$ cat config.mk
export PLATFORM = sky130hd
export DESIGN_NAME = cory_s2tap_sched
export DESIGN_NICKNAME = d
export VERILOG_FILES = /design/src/rtl/cory_s2tap_pkg.sv /design/src/rtl/cory_rr_arb2.sv /design/src/rtl/cory_s2tap_sched.sv
export SDC_FILE = /design/constraint.sdc
export NUM_CORES = 1
export LEC_CHECK = 0
export ABC_AREA = 0
export CORE_AREA = 4 4 154 156
export DETAILED_ROUTE_END_ITERATION = 8
export DIE_AREA = 0 0 158 160
export PLACE_DENSITY = 0.6
export SYNTH_ARGS = -nofsm -noshare
export SYNTH_HDL_FRONTEND = slang
export SYNTH_SLANG_ARGS = --single-unit
$ cat constraint.sdc
create_clock -name clk -period 3 [get_ports clk]
set_input_delay 0.3 -clock clk [delete_from_list [all_inputs] [get_ports clk]]
set_output_delay 0.3 -clock clk [all_outputs]
set_load 0.05 [all_outputs]
$ cat src/rtl/cory_s2tap_pkg.sv
// Shared definitions for the two-requester tap-engine scheduler.
package cory_s2tap_pkg;

    localparam int unsigned NUM_REQ = 2;

    typedef enum logic [1:0] {
        IDLE = 2'd0,
        CMD  = 2'd1,
        RUN  = 2'd2
    } state_t;

endpackage

$ cat src/rtl/cory_rr_arb2.sv
// Two-way round-robin arbiter; the pointer holds which requester wins a tie.
module cory_rr_arb2
    import cory_s2tap_pkg::*;
(
    input  logic               clk,
    input  logic               reset_n,
    input  logic [NUM_REQ-1:0] req,
    input  logic               advance,
    output logic               winner,
    output logic               any
);

    logic prio;

    always_comb begin
        any    = |req;
        winner = (req[0] && req[1]) ? prio : req[1];
    end

    // The loser of this decision gets priority next time.
    always_ff @(posedge clk or posedge reset_n) begin
        if (reset_n) begin
            prio <= 1'b0;
        end else if (advance && any) begin
            prio <= ~winner;
        end
    end

endmodule

$ cat src/rtl/cory_s2tap_sched.sv
// Shares one tap engine between two requesters, one line at a time.
module cory_s2tap_sched
    import cory_s2tap_pkg::*;
#(
    parameter int unsigned N = 8,
    parameter int unsigned T = 12,
    parameter int unsigned W = N * T,
    parameter int unsigned R = 11
) (
    input  logic         clk,
    input  logic         reset_n,
    input  logic         i_c0_cmd_v,
    input  logic [R-1:0] i_c0_cmd_cnt,
    output logic         o_c0_cmd_r,
    input  logic         i_c1_cmd_v,
    input  logic [R-1:0] i_c1_cmd_cnt,
    output logic         o_c1_cmd_r,
    input  logic         i_a0_v,
    input  logic [N-1:0] i_a0_d,
    output logic         o_a0_r,
    input  logic         i_a1_v,
    input  logic [N-1:0] i_a1_d,
    output logic         o_a1_r,
    output logic         o_z0_v,
    output logic [W-1:0] o_z0_d,
    output logic [R-1:0] o_z0_cnt,
    output logic         o_z0_last,
    input  logic         i_z0_r,
    output logic         o_z1_v,
    output logic [W-1:0] o_z1_d,
    output logic [R-1:0] o_z1_cnt,
    output logic         o_z1_last,
    input  logic         i_z1_r,
    output logic         o_e_cmd_v,
    output logic [R-1:0] o_e_cmd_cnt,
    input  logic         i_e_cmd_r,
    output logic         o_e_a_v,
    output logic [N-1:0] o_e_a_d,
    input  logic         i_e_a_r,
    input  logic         i_e_z_v,
    input  logic [W-1:0] i_e_z_d,
    input  logic [R-1:0] i_e_z_cnt,
    input  logic         i_e_z_last,
    output logic         o_e_z_r,
    output logic         o_busy,
    output logic         o_err
);

    state_t       state, state_nxt;
    logic         grant;
    logic [R-1:0] cnt_q;
    logic [R-1:0] in_cnt;
    logic         winner, any;
    logic [R-1:0] win_cnt;
    logic         a_v_g, z_r_g, a_open;
    logic [N-1:0] a_d_g;
    logic [NUM_REQ-1:0] cmd_r, a_r, z_v;

    cory_rr_arb2 u_arb (
        .clk     (clk),
        .reset_n (reset_n),
        .req     ({i_c1_cmd_v, i_c0_cmd_v}),
        .advance (state == IDLE),
        .winner  (winner),
        .any     (any)
    );

    assign win_cnt = winner ? i_c1_cmd_cnt : i_c0_cmd_cnt;
    assign a_v_g   = grant ? i_a1_v : i_a0_v;
    assign a_d_g   = grant ? i_a1_d : i_a0_d;
    assign z_r_g   = grant ? i_z1_r : i_z0_r;
    assign a_open  = (in_cnt < cnt_q);

    always_comb begin
        state_nxt   = state;
        cmd_r       = '0;
        a_r         = '0;
        z_v         = '0;
        o_e_cmd_v   = 1'b0;
        o_e_cmd_cnt = '0;
        o_e_a_v     = 1'b0;
        o_e_a_d     = '0;
        o_e_z_r     = 1'b0;
        o_err       = 1'b0;
        case (state)
            IDLE: begin
                // Zero-count drop acks from IDLE; gated so nothing leaks while reset is held.
                if (any && !reset_n) begin
                    if (win_cnt == '0) begin
                        o_err         = 1'b1;
                        cmd_r[winner] = 1'b1;
                    end else begin
                        state_nxt = CMD;
                    end
                end
            end
            CMD: begin
                o_e_cmd_v    = 1'b1;
                o_e_cmd_cnt  = cnt_q;
                cmd_r[grant] = i_e_cmd_r;
                if (i_e_cmd_r) state_nxt = RUN;
            end
            RUN: begin
                o_e_a_v    = a_open && a_v_g;
                o_e_a_d    = a_d_g;
                a_r[grant] = a_open && i_e_a_r;
                z_v[grant] = i_e_z_v;
                o_e_z_r    = z_r_g;
                if (i_e_z_v && z_r_g && i_e_z_last && (in_cnt == cnt_q)) state_nxt = IDLE;
            end
            default: state_nxt = IDLE;
        endcase
    end

    always_ff @(posedge clk or posedge reset_n) begin
        if (reset_n) begin
            state  <= IDLE;
            grant  <= 1'b0;
            cnt_q  <= '0;
            in_cnt <= '0;
        end else begin
            state <= state_nxt;
            if (state == IDLE && any && win_cnt != '0) begin
                grant <= winner;
                cnt_q <= win_cnt;
            end
            if (state == CMD && i_e_cmd_r) begin
                in_cnt <= '0;
            end else if (o_e_a_v && i_e_a_r) begin
                in_cnt <= in_cnt + 1'b1;
            end
        end
    end

    assign o_c0_cmd_r = cmd_r[0];
    assign o_c1_cmd_r = cmd_r[1];
    assign o_a0_r     = a_r[0];
    assign o_a1_r     = a_r[1];
    assign o_z0_v     = z_v[0];
    assign o_z1_v     = z_v[1];
    assign o_z0_d     = i_e_z_d;
    assign o_z1_d     = i_e_z_d;
    assign o_z0_cnt   = i_e_z_cnt;
    assign o_z1_cnt   = i_e_z_cnt;
    assign o_z0_last  = i_e_z_last;
    assign o_z1_last  = i_e_z_last;
    assign o_busy     = (state != IDLE);

endmodule

==> flow_metrics.tcl, run 1 <==
set metrics [dict create \
    status "finished clean" \
    highest_layer "met4" \
    vias 2132 \
    viasPerCell 3.55 \
    cp_cell_sequence "nor2b_1, inv_1, nor2_1, clkdlybuf4s50_1" \
    period_share_pct 90.2 \
    areaGrowthSynthToFinish_pct -9.79 \
    p_clk_share_pct 14.6 \
    drt_iter0_drc 79 \
    layout_commonest_cell "clkdlybuf4s50_1" \
    synth_top_family_by_area "buffers and inverters" \
    critical_path.top_delay_family "buffers and inverters" \
    power_density_mw_per_mm2 699 \
    critical-path-slowest-cell "clkdlybuf4s50_1" \
    crit_path_start_kind "flop" \
    synth.avg_cell_area_sq_um 7.88 \
    muxShareOfSynthArea_pct 6.97 \
    post_cts_buffers 0 \
    p_leak_uw 0.00132 \
    grt_pass1_wl_mm 14.3 \
    cap_violations 0 \
    ys_seq_elements 26 \
    syn_inst 451 \
    slew_headroom_pct 46.3 \
    drcViolationCount 0 \
    nNetsFinal 485 \
    ys.flop_type "dfrtp_1" \
    grt_pass1_vias 2358 \
    clk_pin_slew_worst_paths_ns 0.07 \
    routed_wl_mm 9.51 \
    crit_buf_inv 2 \
    synth_edf_count 0 \
    fin_worst_skew_ns 0.00423 \
    place_hpwl_mm 8.05 \
    clkSinkCount 26 \
    cts_tree "yes" \
    grt_usage_pct 7.33 \
    antenna_found_initial 0 \
    p_seq_share_pct 26.2 \
    syn-cell-area_sq_mm 0.00355 \
    worstSetupPathType "reg2out" \
    ctsHoldBuffers 0 \
    rsz0062_at_grt "no" \
    start_util_pct 15.9 \
    ir_drop_mv 0.309 \
    synthXorXnorAreaFrac_pct 0.493 \
    period_needed_ns 2.71 \
    synth_nets 620 \
    critical_path_arrival_ns 2.41 \
    row_count 55 \
    postLayoutCoreUtil_pct 14.3 \
    p_comb_share_pct 59.2 \
    synth.distinct_cells 43 \
    max_stage_delay_ns 0.85 \
    wl_met3_mm 1.22 \
    die_h_um 160 \
    yosys.area_share.simple_pct 12.6 \
    root_buffer "clkbuf_16" \
    cts_buffers 3 \
    wl_met1_mm 3.55 \
    globalRoute.totalOverflow 0 \
    io_buffers 81 \
    synth_compound_area_share_pct 8.17 \
    cts_max_level 1 \
    max_slew.worst_pin.slew_ns 0.806 \
    p_sw_share_pct 48.8 \
    place_congestion 0.743 \
    setup_tns_ns 0 \
    p_sw_uw 1090 \
    ys_async_sr_fraction_pct 100 \
    wl_met2_mm 3.98 \
    die_area_sq_mm 0.0253 \
    slew_viol_final 0 \
    fmax_mhz 370 \
    wire_per_inst_um 15.9 \
    worstSkewPairLatency_ns 0.26 \
    synth_fa_ha_area_share_pct 4.22 \
    die_x_um 158 \
    core-area_sq_mm 0.0224 \
    synth-warning-count 0 \
    setup_violations 0 \
    hold_path_class "in2async" \
    clockBufferDepth 2 \
    grt_max_degree 26 \
    ys_seq_area_share_pct 18.3 \
    final_cell_mix "74 x clkdlybuf4s50_1, 32 x nor2_1, 28 x nand2_1" \
    ant_nets 0 \
    required_ns 2.70 \
    drive_above_1_share_pct 7.94 \
    firstDrtPassIters 4 \
    cts.repair.resized 0 \
    end_kind "output pin" \
    internal_power_uw 1150 \
    finalHoldViolCount 0 \
    ios 403 \
    crit_path_max_fanout 11 \
    n_antenna_cell 0 \
]
-- stage by stage --
stage | instances | hold WS, ns | worst slack, ns | power, uW | cell area (sq um)
CTS | 600 | 0.253 | 0.269 | 2280 | 3210
floorplan | 451 | 0.340 | 0.118 | 2230 | 3550
global route | 600 | 0.264 | 0.105 | 2420 | 3210
global placement | 596 | 0.462 | 0.493 | 1930 | 3120
detailed placement | 596 | 0.471 | 0.505 | 1940 | 3120
finish | 600 | 0.264 | 0.294 | 2240 | 3210
-- registers in the layout (all words and copies together) (netlist names) --
signal,cells
u_arb.prio,1
cnt_q,11
grant,1
state,2
in_cnt,11
-- synth_stat cells (2+ instances only) --
cell type    n  area share (%)
nand3_1      7            0.99
or4_1        2            0.42
o31ai_1      3            0.63
dfrtp_1     26              18
nor2b_1      2            0.35
nor4_1       4            0.70
o311ai_0     2            0.49
or3_1        2            0.35
o21ai_1      5            0.70
nor2_1      32             3.4
and3_1       4            0.70
clkbuf_1     5            0.53
mux2_2       2            0.63
buf_2        3            0.42
mux2i_1     21             5.9
nand2b_1     3            0.53
inv_1       22             2.3
o211ai_1     2            0.42
a21oi_1     10             1.4
buf_4      216              46
o21ai_0     15             2.1
o21ai_2      2            0.49
ha_1        12             4.2
o41ai_1      2            0.49
and2_1       2            0.35
nand2_1     28             3.0
-- power by group through the flow --
stage | sequential [uW] | clock [uW] | combinational (uW)
floorplan | 525 | 0 | 1700
global placement | 589 | 0 | 1340
detailed placement | 594 | 0 | 1350
CTS | 587 | 338 | 1350
global route | 607 | 350 | 1460
finish | 587 | 328 | 1330
-- final timing paths --
| kind | slack [ns] | startpoint | to | depth (start not counted) |
|---|---|---|---|---|
| worst max-delay path | 0.29 | state[0] | o_e_cmd_cnt[9] | 4 |
| worst min-delay path | 0.26 | reset_n | u_arb.prio | 2 |
| worst max register to register | 0.58 | in_cnt[2] | in_cnt[4] | 8 |
| worst min register to register | 0.48 | cnt_q[10] | cnt_q[10] | 2 |
| max in group asynchronous | 2.23 | reset_n | cnt_q[3] | 3 |
| min in group clk | 0.48 | cnt_q[10] | cnt_q[10] | 2 |
-- layout make-up --
class	count	area [sq um]
multi-input combinational	178	1150
inverter	22	82.6
sequential	26	651
timing repair buffer	85	873
clock buffer	4	88.8
tap	285	357
fill	2535	19200
-- logic make-up (layout without fill, tap and decap cells) --
group	count (synthesis)	in the layout
and+or+nand+nor	93	93
xor gates and xnor gates	2	2
adders and majority gates	12	12
muxes	24	24
AOI/OAI and AO/OA	47	47
DFF	26	26
buffers and inverters	247	111
-- layer usage --
layer	up-vias	global-route usage, %
li1	979	-
met1	930	8.24
met2	136	10.2
met3	87	3.22
met4	0	6.28
met5	-	1.98
(Power assumes the default switching activity.)
==> run 2, diff against run 1 <==
Settings changed: ABC_CLOCK_PERIOD_IN_PS set to 3000.
==> results of run 2 <==
The final DEF is identical to that of run 1; final timing and power are the same.
